## config.mk

```make
export PLATFORM = sky130hd
export DESIGN_NAME = sh_prio_intc
export DESIGN_NICKNAME = d
export VERILOG_FILES = /design/src/rtl/sh_prio_intc_pkg.sv /design/src/rtl/sh_prio_arb.sv /design/src/rtl/sh_prio_intc.sv
export SDC_FILE = /design/constraint.sdc
export NUM_CORES = 1
export LEC_CHECK = 0
export ABC_AREA = 1
export CAP_MARGIN = 20
export CORE_MARGIN = 5
export CORE_UTILIZATION = 55
export CTS_CLUSTER_SIZE = 25
export DETAILED_ROUTE_END_ITERATION = 12
export GPL_TIMING_DRIVEN = 0
export HOLD_SLACK_MARGIN = 0.12
export PLACE_DENSITY_LB_ADDON = 0.15
export SETUP_SLACK_MARGIN = 0.4
export SYNTH_ARGS = -nofsm -noshare
export SYNTH_HDL_FRONTEND = slang
export SYNTH_SLANG_ARGS = --single-unit
```

## constraint.sdc

```tcl
create_clock -name i_clk -period 35.9 [get_ports i_clk]
set_input_delay 7.18 -clock i_clk [delete_from_list [all_inputs] [get_ports i_clk]]
set_output_delay 7.18 -clock i_clk [all_outputs]
set_load 0.05 [all_outputs]
```

## src/rtl/sh_prio_intc_pkg.sv

```systemverilog
// Shared types and constants for the SH priority interrupt controller.
// The config register layout is fixed at 16 bits; narrower PRIO/VEC fields are zero-extended.
package sh_prio_intc_pkg;

   typedef struct packed {
      logic       mode;
      logic       pend;
      logic [1:0] rsvd;
      logic [3:0] prio;
      logic [7:0] vec;
   } cfg_reg_t;

   localparam logic [15:0] CFG_WMASK = 16'hCFFF;
   localparam logic [15:0] CFG_RMASK = 16'hCFFF;
   localparam int          NMI_VEC   = 11;

   typedef enum logic {
      ST_IDLE     = 1'b0,
      ST_ACCEPTED = 1'b1
   } state_t;

   function automatic logic [15:0] cfg_pack(
      input logic       mode,
      input logic       pend,
      input logic [3:0] prio,
      input logic [7:0] vec
   );
      cfg_reg_t c;
      c.mode = mode;
      c.pend = pend;
      c.rsvd = 2'b00;
      c.prio = prio;
      c.vec  = vec;
      return c;
   endfunction

endpackage

```

## src/rtl/sh_prio_arb.sv

```systemverilog
// Combinational NSRC-way max-priority select returning valid, level and index.
// Strictly-greater comparison while scanning upward keeps the lowest index on ties.
module sh_prio_arb #(
   parameter int NSRC  = 16,
   parameter int LVL_W = 4,
   parameter int IW    = $clog2(NSRC)
) (
   input  logic [NSRC-1:0]       i_cand,
   input  logic [NSRC*LVL_W-1:0] i_prio,
   output logic                  o_valid,
   output logic [LVL_W-1:0]      o_lvl,
   output logic [IW-1:0]         o_idx
);

   logic             w_valid;
   logic [LVL_W-1:0] w_lvl;
   logic [IW-1:0]    w_idx;

   always_comb begin
      w_valid = 1'b0;
      w_lvl   = '0;
      w_idx   = '0;
      for (int i = 0; i < NSRC; i++) begin
         if (i_cand[i] && (!w_valid || (i_prio[i*LVL_W +: LVL_W] > w_lvl))) begin
            w_valid = 1'b1;
            w_lvl   = i_prio[i*LVL_W +: LVL_W];
            w_idx   = IW'(i);
         end
      end
   end

   assign o_valid = w_valid;
   assign o_lvl   = w_lvl;
   assign o_idx   = w_idx;

endmodule

```

## src/rtl/sh_prio_intc.sv

```systemverilog
// SH priority interrupt controller: N configurable sources plus NMI, arbitrated against the
// CPU mask, with the accepted vector held until the CPU acknowledges.
module sh_prio_intc
   import sh_prio_intc_pkg::*;
#(
   parameter int  NSRC  = 16,
   parameter int  LVL_W = 4,
   parameter int  VEC_W = 8,
   localparam int IW    = $clog2(NSRC)
) (
   input  logic              i_clk,
   input  logic              i_rst_n,
   input  logic              i_ce,
   input  logic              i_nmi_n,
   input  logic              i_nmi_edge,
   input  logic [NSRC-1:0]   i_src_irq,
   input  logic [LVL_W-1:0]  i_int_mask,
   output logic              o_int_req,
   output logic [LVL_W-1:0]  o_int_lvl,
   output logic [VEC_W-1:0]  o_int_vec,
   input  logic              i_int_acp,
   input  logic              i_int_ack,
   input  logic [IW-1:0]     i_reg_a,
   input  logic [15:0]       i_reg_di,
   input  logic              i_reg_we,
   input  logic              i_reg_req,
   output logic [15:0]       o_reg_do
);

   state_t               r_state;
   logic                 r_int_req;
   logic [LVL_W-1:0]     r_int_lvl;
   logic [VEC_W-1:0]     r_int_vec;
   logic [IW-1:0]        r_win_idx;
   logic                 r_win_nmi;
   logic                 r_nmi_q;
   logic                 r_nmi_pend;
   logic [15:0]          r_reg_do;

   cfg_reg_t             w_wr;
   logic [15:0]          w_rd;
   logic                 w_accept;
   logic                 w_nmi_trig;
   logic [NSRC-1:0]      w_pend;
   logic [NSRC-1:0]      w_mode;
   logic [NSRC-1:0]      w_cand;
   logic [NSRC*LVL_W-1:0] w_prio_flat;
   logic [NSRC*VEC_W-1:0] w_vec_flat;
   logic [VEC_W-1:0]     w_win_vec;
   logic                 w_arb_valid;
   logic [LVL_W-1:0]     w_arb_lvl;
   logic [IW-1:0]        w_arb_idx;
   logic                 w_unused;

   assign w_wr       = cfg_reg_t'(i_reg_di & CFG_WMASK);
   assign w_unused   = ^w_wr.rsvd;
   assign w_accept   = i_ce && (r_state == ST_IDLE) && i_int_acp && r_int_req;
   assign w_nmi_trig = i_nmi_edge ? (i_nmi_n && !r_nmi_q) : (!i_nmi_n && r_nmi_q);
   assign w_win_vec  = w_vec_flat[r_win_idx*VEC_W +: VEC_W];

   genvar gi;
   generate
      for (gi = 0; gi < NSRC; gi++) begin : g_src
         logic             r_src_q;
         logic             r_pend_e;
         logic             r_mode;
         logic [LVL_W-1:0] r_prio;
         logic [VEC_W-1:0] r_vec;
         logic             w_wsel;
         logic             w_rise;
         logic             w_clr;

         assign w_wsel = i_reg_req && i_reg_we && (i_reg_a == IW'(gi));
         assign w_rise = i_src_irq[gi] && !r_src_q;
         assign w_clr  = (w_accept && !r_win_nmi && (r_win_idx == IW'(gi))) ||
                         (w_wsel && w_wr.pend);

         // A new edge outranks any clear arriving in the same cycle.
         always_ff @(posedge i_clk) begin
            if (!i_rst_n) begin
               r_src_q  <= 1'b0;
               r_pend_e <= 1'b0;
               r_mode   <= 1'b0;
               r_prio   <= '0;
               r_vec    <= '0;
            end else if (i_ce) begin
               r_src_q  <= i_src_irq[gi];
               r_pend_e <= (r_mode && w_rise) || (r_pend_e && !w_clr);
               if (w_wsel) begin
                  r_mode <= w_wr.mode;
                  r_prio <= w_wr.prio[LVL_W-1:0];
                  r_vec  <= w_wr.vec[VEC_W-1:0];
               end
            end
         end

         assign w_pend[gi] = r_mode ? r_pend_e : r_src_q;
         assign w_mode[gi] = r_mode;
         assign w_cand[gi] = w_pend[gi] && (r_prio > i_int_mask);
         assign w_prio_flat[gi*LVL_W +: LVL_W] = r_prio;
         assign w_vec_flat[gi*VEC_W +: VEC_W]  = r_vec;
      end
   endgenerate

   always_comb begin
      w_rd = '0;
      for (int i = 0; i < NSRC; i++) begin
         if (i_reg_a == IW'(i)) begin
            w_rd = cfg_pack(w_mode[i], w_pend[i],
                            4'(w_prio_flat[i*LVL_W +: LVL_W]),
                            8'(w_vec_flat[i*VEC_W +: VEC_W])) & CFG_RMASK;
         end
      end
   end

   sh_prio_arb #(
      .NSRC  (NSRC),
      .LVL_W (LVL_W),
      .IW    (IW)
   ) u_arb (
      .i_cand  (w_cand),
      .i_prio  (w_prio_flat),
      .o_valid (w_arb_valid),
      .o_lvl   (w_arb_lvl),
      .o_idx   (w_arb_idx)
   );

   always_ff @(posedge i_clk) begin
      if (!i_rst_n) begin
         r_state    <= ST_IDLE;
         r_int_req  <= 1'b0;
         r_int_lvl  <= '0;
         r_int_vec  <= '0;
         r_win_idx  <= '0;
         r_win_nmi  <= 1'b0;
         r_nmi_q    <= !i_nmi_edge;
         r_nmi_pend <= 1'b0;
         r_reg_do   <= '0;
      end else if (i_ce) begin
         r_nmi_q    <= i_nmi_n;
         r_nmi_pend <= w_nmi_trig || (r_nmi_pend && !(w_accept && r_win_nmi));
         // NMI bypasses the mask and always sits at the top level.
         r_int_req  <= r_nmi_pend || w_arb_valid;
         r_int_lvl  <= r_nmi_pend ? '1 : w_arb_lvl;
         r_win_nmi  <= r_nmi_pend;
         r_win_idx  <= w_arb_idx;
         if (i_reg_req) begin
            r_reg_do <= w_rd;
         end
         case (r_state)
            ST_IDLE: begin
               if (i_int_acp && r_int_req) begin
                  r_int_vec <= r_win_nmi ? VEC_W'(NMI_VEC) : w_win_vec;
                  r_state   <= ST_ACCEPTED;
               end
            end
            ST_ACCEPTED: begin
               if (i_int_ack) begin
                  r_state <= ST_IDLE;
               end
            end
            default: r_state <= ST_IDLE;
         endcase
      end
   end

   assign o_int_req = r_int_req;
   assign o_int_lvl = r_int_lvl;
   assign o_int_vec = r_int_vec;
   assign o_reg_do  = r_reg_do;

endmodule

```

* Word-level counts from Yosys, hierarchy flattened
Index checks and enable logic that the tools add are counted.
W data, S select, Z words.
** Storage, ports and cells
- Memories kept :: 0
- Output and inout port bits :: 29
- Bits in writable memories :: 0
- Bits in registers :: 277
- Word-level logic and storage cells :: 498
- Input bits :: 49
- ROM bits :: 0
- Bits in latches :: 0
** Cells by class
- Mux-type cells :: 87
- Bitwise gates (word level) :: 1
- Magnitude comparators :: 31
- Equality and inequality tests :: 31
- Reductions and logical operators :: 258
- Add/sub/neg operators :: 0
- Divide/modulo/power cells :: 0
- Multipliers :: 0
- Shift-type cells :: 1
** Operators by type and width (number)
- $mux W16 :: 16
- $logic_and A1 B1 Y1 :: 137
- $shiftx A128 B8 Y8 :: 1
- $gt A4 B4 Y1 :: 31
- $mux W4 :: 25
- $eq A4 B4 Y1 const B :: 16
- $logic_not A1 Y1 :: 52
- $logic_or A1 B1 Y1 :: 49
- $mux W1 :: 38
- $reduce_and A2 Y1 :: 17
- $eq A4 B3 Y1 const B :: 8
- $eq A4 B2 Y1 const B :: 4
- $mux W3 :: 4
- $eq A4 B1 Y1 const B :: 2
- $logic_not A4 Y1 :: 2
- $mux W8 :: 1
- $mux W2 :: 2
- $reduce_and A3 Y1 :: 1
- $ne A2 B1 Y1 const B :: 1
- $pmux W1 S2 :: 1
- $not A1 Y1 :: 1

* Longest topological paths before layout
- Depth in word-level cells :: 64
- Depth in mapped cells :: 168
- Depth with buffers taken out :: 165

* Hierarchy
Synthesis repeated with hierarchy kept, for this count alone.
** Unflattened totals
- Cells, all modules :: 2388
- Area, all modules :: 16570.9 um2
** By module, submodules not included
- sh_prio_intc :: seq. area each 5515.3 um2, cells an instance 1885, times used 1, area each 13764.5 um2
- sh_prio_arb :: seq. area each 0.0 um2, cells an instance 503, times used 1, area each 2806.4 um2

* Worst setup path before layout
Ideal clock, no wire load.
- Path type :: input to register
- Start :: input i_int_mask[3]
- End :: register r_win_idx[2]
- Path buffers :: 3
- Arrival :: 23.370 ns
- Required time :: 35.778 ns
- Setup time :: 0.122 ns
- Slack :: 12.408 ns
- Stages :: 155
- Cell sequence :: inv_1 ha_1 nand2_1 clkinv_1 nand2_1 nand2_2 a21oi_2 nand2_1 ha_1 nand2_1 inv_1 nand2_1 nand2_1 nand2_1 nand2_2 nand2_2 o21ai_0 ha_1 [... 119 more ...] nand2_1 o21ai_0 nand2_1 nand2_1 or2_2 nand2_1 ha_1 inv_1 nor2_1 o21bai_1 nand2_1 o21ai_0 nand2_1 nand2_1 nand2_1 nor2_1 and3_2 a21oi_1
** On the way
- Longest elaborated chain between the ends :: 63
- Elaborated cells on any way between the ends :: 134
- Those cells by class :: order compare: 31; mux: 42; reduce/logical: 61
** Ends and longest elaborated chain
- from (decl) :: line sh_prio_intc.sv:17 : input logic [LVL_W-1:0] i_int_mask,
- $gt A4 B4 Y1 :: line sh_prio_intc.sv:99 : assign w_cand[gi] = w_pend[gi] && (r_prio > i_int_mask);
- $logic_and A1 B1 Y1 :: line sh_prio_intc.sv:99
- $mux W4 or $mux W1 (tied branches) :: line sh_prio_arb.sv:24 : if (i_cand[i] && (!w_valid || (i_prio[i*LVL_W +: LVL_W] > w_lvl))) begin
- $gt A4 B4 Y1 or $logic_not A1 Y1 (tied branches) :: line sh_prio_arb.sv:24
- $logic_or A1 B1 Y1 :: line sh_prio_arb.sv:24
- $logic_and A1 B1 Y1 :: line sh_prio_arb.sv:24
- $mux W4 or $mux W1 (tied branches) :: line sh_prio_arb.sv:24
- $gt A4 B4 Y1 or $logic_not A1 Y1 (tied branches) :: line sh_prio_arb.sv:24
- [... 47 more ...]
- $gt A4 B4 Y1 or $logic_not A1 Y1 (tied branches) :: line sh_prio_arb.sv:24
- $logic_or A1 B1 Y1 :: line sh_prio_arb.sv:24
- $logic_and A1 B1 Y1 :: line sh_prio_arb.sv:24
- $mux W4 or $mux W1 (tied branches) :: line sh_prio_arb.sv:24
- $gt A4 B4 Y1 or $logic_not A1 Y1 (tied branches) :: line sh_prio_arb.sv:24
- $logic_or A1 B1 Y1 :: line sh_prio_arb.sv:24
- $logic_and A1 B1 Y1 :: line sh_prio_arb.sv:24
- $mux W4 * :: line sh_prio_arb.sv:24
- to (signal assigned) :: line sh_prio_intc.sv:146 : r_win_idx <= w_arb_idx;
- to (decl) :: line sh_prio_intc.sv:34 : logic [IW-1:0] r_win_idx;
Every way passes the cells marked *; elsewhere a longest branch is shown, timed or not.
A chain may end at the register's enable or synchronous reset.

* Worst setup path after layout
- Start :: input i_int_mask[0]
- End :: register r_win_idx[3]
The elaborated chain is that of the path after synthesis.

==> impl_metrics.toml <==
[yosys]
yosys-top-cells-count = "sky130_fd_sc_hd__nand2_1 (392), sky130_fd_sc_hd__nor2_1 (317), sky130_fd_sc_hd__o21ai_0 (306), sky130_fd_sc_hd__dfxtp_1 (274), sky130_fd_sc_hd__inv_1 (255)"
synth_top_area_share_pct = 33.5
postSynthAreaPerCell_um2 = 6.90
yosysSeqAreaShare_pct = 33.7
synth_top_cell_by_area = "sky130_fd_sc_hd__dfxtp_1"
asyncSetResetFlopFracSynth_pct = 0
ys.warnings.count = 0
synthDistinctLibCells = 50
netlist_area_mm2 = 0.0164
main_flop_type_after_synthesis = "sky130_fd_sc_hd__dfxtp_1"
syn_inst = 2373
synth-seq-cells = 275
yosysMostFrequentCell = "sky130_fd_sc_hd__nand2_1"
top_cells_by_area_synth = "sky130_fd_sc_hd__dfxtp_1 (34%), sky130_fd_sc_hd__o21ai_0 (9.4%), sky130_fd_sc_hd__ha_1 (9.0%), sky130_fd_sc_hd__nand2_1 (9.0%), sky130_fd_sc_hd__nor2_1 (7.3%)"
synth-edff-count = 1

[clocking]
numClockSinks = 275
tritoncts = "built"
clkLatencyLatePin_ns = 0.55
cts_post_setup_buffers_inserted = 0
cts-root-buf = "sky130_fd_sc_hd__clkbuf_16"
htree_levels = 1
cts-resized-gates = 0
cts-buffers-inserted = 28
hold_bufs_at_cts = 0
cts-root-to-sink-buffers = 3
reg_clk_slew_reported_paths_ns = 0.06

[floorplan]
top_level_ports = 78
core_region_area_mm2 = 0.0295
dieArea_mm2 = 0.0333
floorplan.initialDensity_pct = 55.5
placement_rows = 63
die_height_um = 183
chipWidth_um = 183

[grt]
grt_overflow = 0
grt_max_degree = 17
antenna_found_initial = 1
grt_util_met3_pct = 6.04
first_pass_grt_wire_length_um = 91000
met1_track_demand_over_resource_pct = 46.7
met2_usage_pct = 54.9
gr-usage-all-layers_pct = 34.4
vias_in_the_first_global_route = 16500
grt_most_used_layer = "met2"

[drt]
detail_route.wirelength_um = 59300
first_pass_iters = 6
dr.first_iter.drc_count = 2095
final_antenna_net_count = 0
wl_per_cell_um = 20.6
routed-via-count = 17500
drt_drc_violations_left = 0
per_cell_via_count_in_the_routed_design = 6.07

[place]
gp_congestion = 1.03
post-dp-hpwl_um = 47100
placement.io_buffers = 72
placement.cell_area_mm2 = 0.0176

[min_path]
timing.hold.worst.class = "reg -> reg"

[critical_path]
setup.worst_path.start_class = "input pin"
worst_path_maximum_fanout = 16
cp_dominant_cell_by_count = "sky130_fd_sc_hd__nand2_1"
timing.reg2reg.setup_slack_ns = 16.91
worst_setup_path_end_kind = "flip-flop"
critPathRequiredTime_ns = 36.33
critical_path_class = "in -> reg"
critPathMaxStageDelay_ns = 1.12
arrival_ns = 26.81
crit_path_slowest_cell = "sky130_fd_sc_hd__clkdlybuf4s50_1"

[power]
p_leak_nw = 7.67
powerDensity_mw_per_mm2 = 36.9
total_power_mw = 0.679
worst_ir_drop_vdd_mv = 0.0368

[layout]
finalInstanceArea_mm2 = 0.0184
num_antenna_cells = 0
layout-area-overhead-vs-synth_pct = 12.6
drive_above_1_share_pct = 4.38
finalNetCount = 2643

[sta]
slew_violations = 0
clock-skew-final_ns = 0.0171
setup_viol = 0
worst_slew_margin_rel_pct = 16.8
clock.fmax_ghz = 0.0379
totalNegativeSetupSlack_ns = 0
timing.final.hold_violations = 0
finalCritPeriodShare_pct = 73.5
final_period_minus_worst_setup_slack_ns = 26.38
grt_setup_unrepaired = "false"
worstMarginPinSlew_ns = 1.24

[status]
outcome = "completed"

[flow_run]
maxCapViolCount = 0
==> cell type report <==
class | count | area, um2
Buffer | 112 | 458
Clock inverter | 2 | 10.0
Inverter | 275 | 1030
Tap cell | 390 | 488
Fill cell | 2739 | 11100
Clock buffer | 42 | 835
Sequential cell | 275 | 5520
Multi-Input combinational cell | 1712 | 9360
Timing Repair Buffer | 72 | 721
==> through the flow <==
step | hold WS (ns) | util (%) | setup WS (ns) | std cells
2_1_floorplan | 0.420 | - | 12.41 | 2374
3_3_place_gp | 0.426 | 59.6 | 9.72 | 2836
3_5_place_dp | 0.433 | 59.6 | 9.29 | 2836
4_1_cts | 0.440 | 62.5 | 9.74 | 2880
5_1_grt | 0.465 | 62.5 | 7.49 | 2880
6_report | 0.436 | 62.5 | 9.52 | 2880
==> cells in the final DEF, fill, tap and decap left out, drive strengths merged, types with 2 or more instances in the layout <==
cell type and n:
o41ai 13, conb 2, buf 15, a22oi 36, nand2 432, a41oi 3, o221ai 28, nand3 76
a31oi 3, nand4 47, a22o 2, a21oi 195, clkdlybuf4s50 72, o21bai 13, mux2i 13, nor2 318
o22ai 20, a32o 2, o2111ai 16, and2 5, a221oi 18, o211ai 13, clkinv 12, a2111oi 4
or2 6, inv 265, nor3 5, dfxtp 274, clkbuf 139, ha 118, o21ai 311, nor4 2
a211oi 4
==> flip-flops by register name (all words and copies together) (netlist names) <==
name	count
g_src.r_mode	16
g_src.r_pend_e	16
g_src.r_prio	64
g_src.r_src_q	16
g_src.r_vec	128
o_int_lvl	4
o_int_req	1
o_int_vec	8
o_reg_do	14
r_nmi_pend	1
r_nmi_q	1
r_state	1
r_win_idx	4
r_win_nmi	1
==> worst max-delay path: cells and delay by family <==
| kind | cells | cell delay (ns) |
|---|---|---|
| AOI/OAI and AO/OA | 35 | 4.39 |
| and+or+nand+nor | 87 | 7.93 |
| buffers and inverters | 17 | 2.39 |
| adders and majority gates | 16 | 4.87 |
==> power by group <==
| part | internal (mW) | switching, mW |
|---|---|---|
| logic | 0.0254 | 0.0610 |
| registers | 0.310 | 0.00327 |
| clock network | 0.158 | 0.122 |
| total | 0.493 | 0.186 |
==> cell families (layout without fill, tap and decap cells) <==
logic type | Yosys count | in the layout | synth area share, %
AO/OA/AOI/OAI | 686 | 686 | 24.3
AND/OR/NAND/NOR | 893 | 893 | 23.1
flip-flops | 275 | 275 | 33.7
multiplexers | 13 | 13 | 0.795
other | 1 | 2 | 0.0229
buffers and inverters | 387 | 503 | 9.11
adder cells (fa/ha/maj) | 118 | 118 | 9.02
==> metal layers <==
metal  wire [um]  part of all wire [%]  vias to the layer above
li1            -                     -                     8286
met1       24800                    42                     8094
met2       25800                    44                      927
met3        5930                    10                      160
met4        2730                   4.6                        2
met5           9                 0.015                        -
==> path summary, 6_finish.rpt <==
kind | from | cells after the start | endpoint
setup / recovery | i_int_mask[0] | 155 | r_win_idx[3]
hold / removal | g_src[1].r_src_q | 1 | g_src[1].r_pend_e
setup reg to reg | g_src[0].r_prio[3] | 154 | r_win_idx[3]
hold reg to reg | g_src[1].r_src_q | 1 | g_src[1].r_pend_e
No activity file was read; power rests on OpenSTA's default activity.
